===== config.mk =====
export PLATFORM = sky130hd
export DESIGN_NAME = sid_mixer
export DESIGN_NICKNAME = d
export VERILOG_FILES = /design/src/rtl/sid_pkg.sv /design/src/rtl/sid_mixer_sat16.sv /design/src/rtl/sid_mixer.sv
export SDC_FILE = /design/constraint.sdc
export NUM_CORES = 1
export LEC_CHECK = 0
export BUFFER_PORTS_ARGS = -buffer_cell sky130_fd_sc_hd__buf_2
export CORE_ASPECT_RATIO = 1.75
export CORE_MARGIN = 2
export CORE_UTILIZATION = 50
export DETAILED_ROUTE_END_ITERATION = 6
export PLACE_DENSITY = 0.77
export SLEW_MARGIN = 20
export SYNTH_ARGS = -nofsm -noshare
export SYNTH_HDL_FRONTEND = slang
export SYNTH_SLANG_ARGS = --single-unit

===== constraint.sdc =====
create_clock -name clk -period 12.8 [get_ports clk]
set_input_delay 2.56 -clock clk [delete_from_list [all_inputs] [get_ports clk]]
set_output_delay 2.56 -clock clk [all_outputs]
set_load 0.1 [all_outputs]

===== src/rtl/sid_pkg.sv =====
// sid_pkg: shared types and constants for the SID output mixer.
//   state_t      - mixer sequencer states (IDLE + nine sequence steps)
//   ADDR_ROUTE   - filter routing register address (bits [3:0] = {ext, v2, v1, v0})
//   ADDR_MODE    - mode/volume register address ({3OFF, HP, BP, LP, vol[3:0]})
//   DC_6581_DEF  - default 6581 DC offset added to the bypass sum
//   ACC_W_DEF    - default accumulator width
package sid_pkg;

    typedef enum logic [3:0] {
        IDLE  = 4'd0,
        S_V0  = 4'd1,
        S_V1  = 4'd2,
        S_V2  = 4'd3,
        S_EXT = 4'd4,
        S_LP  = 4'd5,
        S_BP  = 4'd6,
        S_HP  = 4'd7,
        S_VOL = 4'd8,
        S_OUT = 4'd9
    } state_t;

    localparam logic [4:0] ADDR_ROUTE = 5'h17;
    localparam logic [4:0] ADDR_MODE  = 5'h18;

    localparam int          DC_6581_DEF = 1024;
    localparam int unsigned ACC_W_DEF   = 19;

endpackage


===== src/rtl/sid_mixer_sat16.sv =====
// sat16: generic signed IN_W -> 16-bit saturating clamp (IN_W >= 16).
//   value   - signed input
//   clamped - value limited to [-32768, 32767]
module sat16 #(
    parameter int unsigned IN_W = 19
) (
    input  logic signed [IN_W-1:0] value,
    output logic signed [15:0]     clamped
);

    logic fits;

    // The value fits when every bit above bit 15 repeats the 16-bit sign bit.
    always_comb begin
        fits    = (value[IN_W-1:15] == {(IN_W-15){value[15]}});
        clamped = fits ? value[15:0] : (value[IN_W-1] ? 16'sh8000 : 16'sh7fff);
    end

endmodule


===== src/rtl/sid_mixer.sv =====
// sid_mixer: time-multiplexed voice/filter routing, mixing and master volume.
//   clk, rst           - system clock, synchronous active-high reset
//   clkEn              - sample strobe, starts one mix sequence from IDLE
//   iVoice0..2, iExt   - signed voice and external sources
//   iLP, iBP, iHP      - signed filter outputs (previous sample)
//   iWE, iAddr, iData  - register write port (0x17 routing, 0x18 mode/volume)
//   i6581              - enables the 6581 DC offset
//   oFilt              - saturated filter-input sum, feeds the filter's iIn
//   oOut               - saturated, volume-scaled mix
//   oValid             - one-cycle pulse when oOut updates
module sid_mixer
    import sid_pkg::*;
#(
    parameter int          DC_6581 = DC_6581_DEF,
    parameter int unsigned ACC_W   = ACC_W_DEF
) (
    input  logic               clk,
    input  logic               rst,
    input  logic               clkEn,
    input  logic signed [15:0] iVoice0,
    input  logic signed [15:0] iVoice1,
    input  logic signed [15:0] iVoice2,
    input  logic signed [15:0] iExt,
    input  logic signed [15:0] iLP,
    input  logic signed [15:0] iBP,
    input  logic signed [15:0] iHP,
    input  logic               iWE,
    input  logic [4:0]         iAddr,
    input  logic [7:0]         iData,
    input  logic               i6581,
    output logic signed [15:0] oFilt,
    output logic signed [15:0] oOut,
    output logic               oValid
);

    localparam int unsigned PROD_W = ACC_W + 5;
    localparam int unsigned SHR_W  = PROD_W - 4;

    state_t state, state_nxt;

    logic [3:0] route, mode, vol;
    logic [3:0] route_w, mode_w, vol_w;

    logic signed [ACC_W-1:0]  filt_acc, dir_acc, filt_nxt, dir_nxt, mix;
    logic signed [PROD_W-1:0] prod;
    logic signed [SHR_W-1:0]  shr;

    logic signed [15:0] src, filt_src, filt_clamped, filt_sat, out_sat;
    logic snap, acc_clr, to_filt, to_dir, load_filt, mul_en, load_out;

    // State register
    always_ff @(posedge clk) begin
        if (rst) state <= IDLE;
        else     state <= state_nxt;
    end

    // Next state: one pass through the sequence per accepted clkEn
    always_comb begin
        state_nxt = state;
        case (state)
            IDLE:    if (clkEn) state_nxt = S_V0;
            S_V0:    state_nxt = S_V1;
            S_V1:    state_nxt = S_V2;
            S_V2:    state_nxt = S_EXT;
            S_EXT:   state_nxt = S_LP;
            S_LP:    state_nxt = S_BP;
            S_BP:    state_nxt = S_HP;
            S_HP:    state_nxt = S_VOL;
            S_VOL:   state_nxt = S_OUT;
            S_OUT:   state_nxt = IDLE;
            default: state_nxt = IDLE;
        endcase
    end

    // Filter output for the current filter step, passed through the spare clamp
    always_comb begin
        case (state)
            S_BP:    filt_src = iBP;
            S_HP:    filt_src = iHP;
            default: filt_src = iLP;
        endcase
    end

    // Datapath controls and source select for the current step
    always_comb begin
        snap      = 1'b0;
        acc_clr   = 1'b0;
        to_filt   = 1'b0;
        to_dir    = 1'b0;
        load_filt = 1'b0;
        mul_en    = 1'b0;
        load_out  = 1'b0;
        src       = '0;
        case (state)
            IDLE:  snap = clkEn;
            S_V0: begin
                src     = iVoice0;
                acc_clr = 1'b1;
                to_filt = route_w[0];
                to_dir  = !route_w[0];
            end
            S_V1: begin
                src     = iVoice1;
                to_filt = route_w[1];
                to_dir  = !route_w[1];
            end
            S_V2: begin
                // 3OFF silences only the unrouted voice 2
                src     = iVoice2;
                to_filt = route_w[2];
                to_dir  = !route_w[2] && !mode_w[3];
            end
            S_EXT: begin
                src       = iExt;
                to_filt   = route_w[3];
                to_dir    = !route_w[3];
                load_filt = 1'b1;
            end
            S_LP: begin
                src    = filt_clamped;
                to_dir = mode_w[0];
            end
            S_BP: begin
                src    = filt_clamped;
                to_dir = mode_w[1];
            end
            S_HP: begin
                src    = filt_clamped;
                to_dir = mode_w[2];
            end
            S_VOL: mul_en   = 1'b1;
            S_OUT: load_out = 1'b1;
            default: ;
        endcase
    end

    // Accumulator update; oFilt loads from the post-ext value of filt_nxt
    always_comb begin
        filt_nxt = acc_clr ? '0 : filt_acc;
        dir_nxt  = acc_clr ? '0 : dir_acc;
        if (to_filt) filt_nxt = filt_nxt + ACC_W'(src);
        if (to_dir)  dir_nxt  = dir_nxt + ACC_W'(src);
    end

    assign mix = dir_acc + (i6581 ? ACC_W'(DC_6581) : ACC_W'(0));
    assign shr = SHR_W'(prod >>> 4);

    sat16 #(.IN_W(ACC_W)) u_sat_filt  (.value(filt_nxt), .clamped(filt_sat));
    sat16 #(.IN_W(SHR_W)) u_sat_out   (.value(shr),      .clamped(out_sat));
    sat16 #(.IN_W(16))    u_sat_spare (.value(filt_src), .clamped(filt_clamped));

    // Registers, snapshot, accumulators, multiplier and outputs
    always_ff @(posedge clk) begin
        if (rst) begin
            route    <= '0;
            mode     <= '0;
            vol      <= '0;
            route_w  <= '0;
            mode_w   <= '0;
            vol_w    <= '0;
            filt_acc <= '0;
            dir_acc  <= '0;
            prod     <= '0;
            oFilt    <= '0;
            oOut     <= '0;
            oValid   <= 1'b0;
        end else begin
            if (iWE && iAddr == ADDR_ROUTE) route <= iData[3:0];
            if (iWE && iAddr == ADDR_MODE) begin
                mode <= iData[7:4];
                vol  <= iData[3:0];
            end
            if (snap) begin
                route_w <= route;
                mode_w  <= mode;
                vol_w   <= vol;
            end
            filt_acc <= filt_nxt;
            dir_acc  <= dir_nxt;
            if (load_filt) oFilt <= filt_sat;
            if (mul_en)    prod  <= PROD_W'(mix) * PROD_W'($signed({1'b0, vol_w}));
            if (load_out)  oOut  <= out_sat;
            oValid <= load_out;
        end
    end

endmodule


==> results.py <==
metrics = {
    "cells_and_area": {
        "multiInputGateArea_um2": 7508,
        "n_antenna_cell": 0,
        "drive_gt1_share_pct": 15.69,
        "final_common_cell": "buf_2",
        "area_growth_pct": 15.19,
        "fillers": 1913,
        "ff_latch_area_um2": 2382,
        "finalNetCount": 1726,
        "layout_common_cells": "161 x buf_2, 129 x nor2_1, 125 x nand2_1, 119 x dfxtp_1, 105 x inv_1",
    },
    "timing": {
        "setup-tns-final_ns": 0,
        "period_minus_slack_ns": 6.554,
        "rsz0062_at_grt": "no",
        "hold_violations": 0,
        "maxClockFrequency_mhz": 152.6,
        "worstMarginPinSlew_ns": 1.112,
        "slew_headroom_pct": 25.51,
        "slew_violations": 0,
        "setup_violations": 0,
        "clock-skew-final_ns": 0.006951,
        "fin_crit_sh_pct": 51.20,
    },
    "detailed_routing": {
        "vias_per_cell": 5.820,
        "vias": 10150,
        "firstDrtPassIters": 5,
        "wl_per_cell_um": 17.49,
        "drt_wl_total_um": 30480,
        "route.detailed.drc": 0,
        "antenna_left": 0,
        "drt_iter0_drc": 514,
    },
    "cts": {
        "cts_buffers": 17,
        "post_cts_buffers": 0,
        "clock_latency_ns": 0.43,
        "root_buffer": "clkbuf_16",
        "clockBufferDepth": 2,
        "path_clk_slew_ns": 0.06,
        "cts_hold_buf": 0,
        "cts_sinks": 119,
        "post_cts_resized": 0,
        "cts_tree": "yes",
        "cts_htree_levels": 4,
    },
    "die": {
        "core_um2": 20850,
        "chipWidth_um": 113.9,
        "die_area_um2": 22350,
        "fp-row-count": 70,
        "start_util_pct": 50.67,
        "die_h_um": 196.3,
        "io_pins": 163,
    },
    "setup_path": {
        "worstPathCellList": "buf_2 > nor3b_1 > a221oi_1 > nor2_1 > nor2_1 > inv_1 > fa_1 > nor4_1 > o32ai_2 > o211ai_2 > a21boi_2 > o211a_1 > nor4b_4 > nand2_2 > a211oi_1 > o21ai_1",
        "cp_common_cell": "nor2_1",
        "worst_setup_path_end_kind": "flop",
        "r2r_slack_ns": 6.45,
        "r2r-end": "oFilt[3]",
        "cp_num_buf_inv": 2,
        "crit_path_max_fanout": 17,
        "r2r_cells": 17,
        "reg2reg_from": "state[0]",
        "start_kind": "primary input",
        "required_ns": 13.10,
        "cpLargestDelayFamily": "simple AND/OR/NAND/NOR gates",
        "cpMaxStageDelayCell": "nor4b_4",
        "critPathArrivalTime_ns": 6.85,
        "crit_type": "primary input to flop",
        "max_stage_delay_ns": 0.71,
    },
    "global_routing": {
        "grt_pass1_vias": 10180,
        "antenna_found_initial": 0,
        "grt_max_degree": 77,
        "overflow": 0,
        "grt_use_total_pct": 27.58,
        "grt_pass1_wl_um": 49290,
    },
    "yosys": {
        "yosysWarningCount": 0,
        "synth_edf_count": 0,
        "syn_area_um2": 10560,
        "synthDistinctLibCells": 86,
        "synthCells": 1356,
        "synth_ff_type": "dfxtp_1",
        "async_flop_share_pct": 0,
        "synth-seq-cells": 119,
        "ys_seq_area_share_pct": 22.55,
        "postSynthAreaPerCell_um2": 7.790,
        "synth_fp_nets": 1604,
    },
    "min_path": {
        "holdCritPathClass": "flop to flop",
        "whs_path_depth": 2,
        "hold_end": "prod[9]",
        "hp-start": "prod[9]",
    },
    "job": {
        "max_cap_viol_count": 0,
    },
    "pwr": {
        "finalPower_uw": 1183,
        "power.density_nw_per_um2": 97.23,
        "ir_drop_v": 0.0001089,
        "leakage_uw": 0.005638,
    },
    "outcome": {
        "status": "finished clean",
    },
    "place": {
        "portBuffers": 162,
        "hpwl_um": 23560,
        "place_congestion": 0.9763,
    },
}
tightest hold or removal path, stage by stage, from the launching register on:
cell     delay [ns]
dfxtp_1        0.31
nand2_1        0.05
a21oi_1        0.05
logic make-up (layout without fill, tap and decap cells):
logic type | after synthesis | count (layout) | synth area share, %
AOI/OAI and AO/OA | 330 | 330 | 21.31
xor gates and xnor gates | 43 | 43 | 3.565
adders and majority gates | 118 | 118 | 16.82
buffers and inverters | 176 | 311 | 6.633
DFF | 119 | 119 | 22.55
muxes | 25 | 25 | 2.499
and+or+nand+nor | 545 | 545 | 26.62
metal layers:
layer | part of all wire [%] | track usage, % | up-vias | wire, um
met2 | 54 | 51.67 | 261 | 16400
met3 | 3.7 | 4.078 | 69 | 1118
li1 | - | - | 5003 | -
met4 | 4.8 | 14.77 | 0 | 1453
met5 | 0 | 0 | - | 0
met1 | 38 | 29.09 | 4812 | 11510
Yosys cell counts, drive strengths merged (10+ instances only):
master,instances,area share [%]
a211oi,25,1.9
a21o,17,1.2
a21oi,107,5.1
a221oi,15,1.2
a22o,25,2.1
and2,77,4.6
and3,10,0.59
buf,12,0.81
clkbuf,59,2.1
dfxtp,119,23
fa,40,7.6
ha,78,9.2
inv,105,3.7
mux2i,24,2.4
nand2,126,4.5
nand2b,17,1.0
nand3,31,1.5
nor2,129,4.6
nor2b,28,1.7
nor3,52,2.6
nor3b,17,1.2
o211ai,11,0.92
o21ai,59,2.8
o31ai,10,0.89
xnor2,29,2.4
xor2,14,1.2
state kept, by name, indices dropped and copies added, names as in the netlist:
signal	flops
oFilt	16
state	4
route	4
filt_acc	19
vol	4
oValid	1
vol_w	4
prod	20
mode_w	4
dir_acc	19
oOut	16
route_w	4
mode	4
worst max path at each step:
stage,from,end,depth (start not counted)
global route,iBP[0],oFilt[11],15
CTS,iBP[1],oFilt[3],16
floorplan,i6581,prod[21],17
global placement,iBP[1],oFilt[12],16
finish,iBP[1],oFilt[3],16
detailed placement,iBP[1],oFilt[3],16
cell type report:
cell class / instances / area share [%]
Sequential cell: 119 / 19.58
Multi-Input combinational cell: 1061 / 61.71
Clock buffer: 23 / 3.846
Inverter: 105 / 3.239
Tap cell: 252 / 2.592
Timing Repair Buffer: 174 / 7.425
Clock inverter: 9 / 1.604
power breakdown:
group | internal (uW) | switching [uW] | total, uW | leakage [uW]
Combinational | 88.8 | 150 | 239 | 0.00435
Clock | 374 | 175 | 549 | 0.000325
Sequential | 380 | 14.5 | 395 | 0.000960
Total | 843 | 340 | 1180 | 0.00564
metrics by stage:
stage | hold WS [ns] | utilization [%] | instances | worst slack [ns] | area (um^2)
after floorplan | 0.4312 | - | 1356 | 6.670 | 10560
after global placement | 0.4354 | 55.15 | 1711 | 5.899 | 11500
after detailed placement | 0.4418 | 55.15 | 1711 | 5.838 | 11500
after CTS | 0.4512 | 58.33 | 1743 | 6.278 | 12160
after global routing | 0.4688 | 58.37 | 1743 | 5.777 | 12170
final | 0.4529 | 58.37 | 1743 | 6.246 | 12170
(Power assumes the default switching activity.)
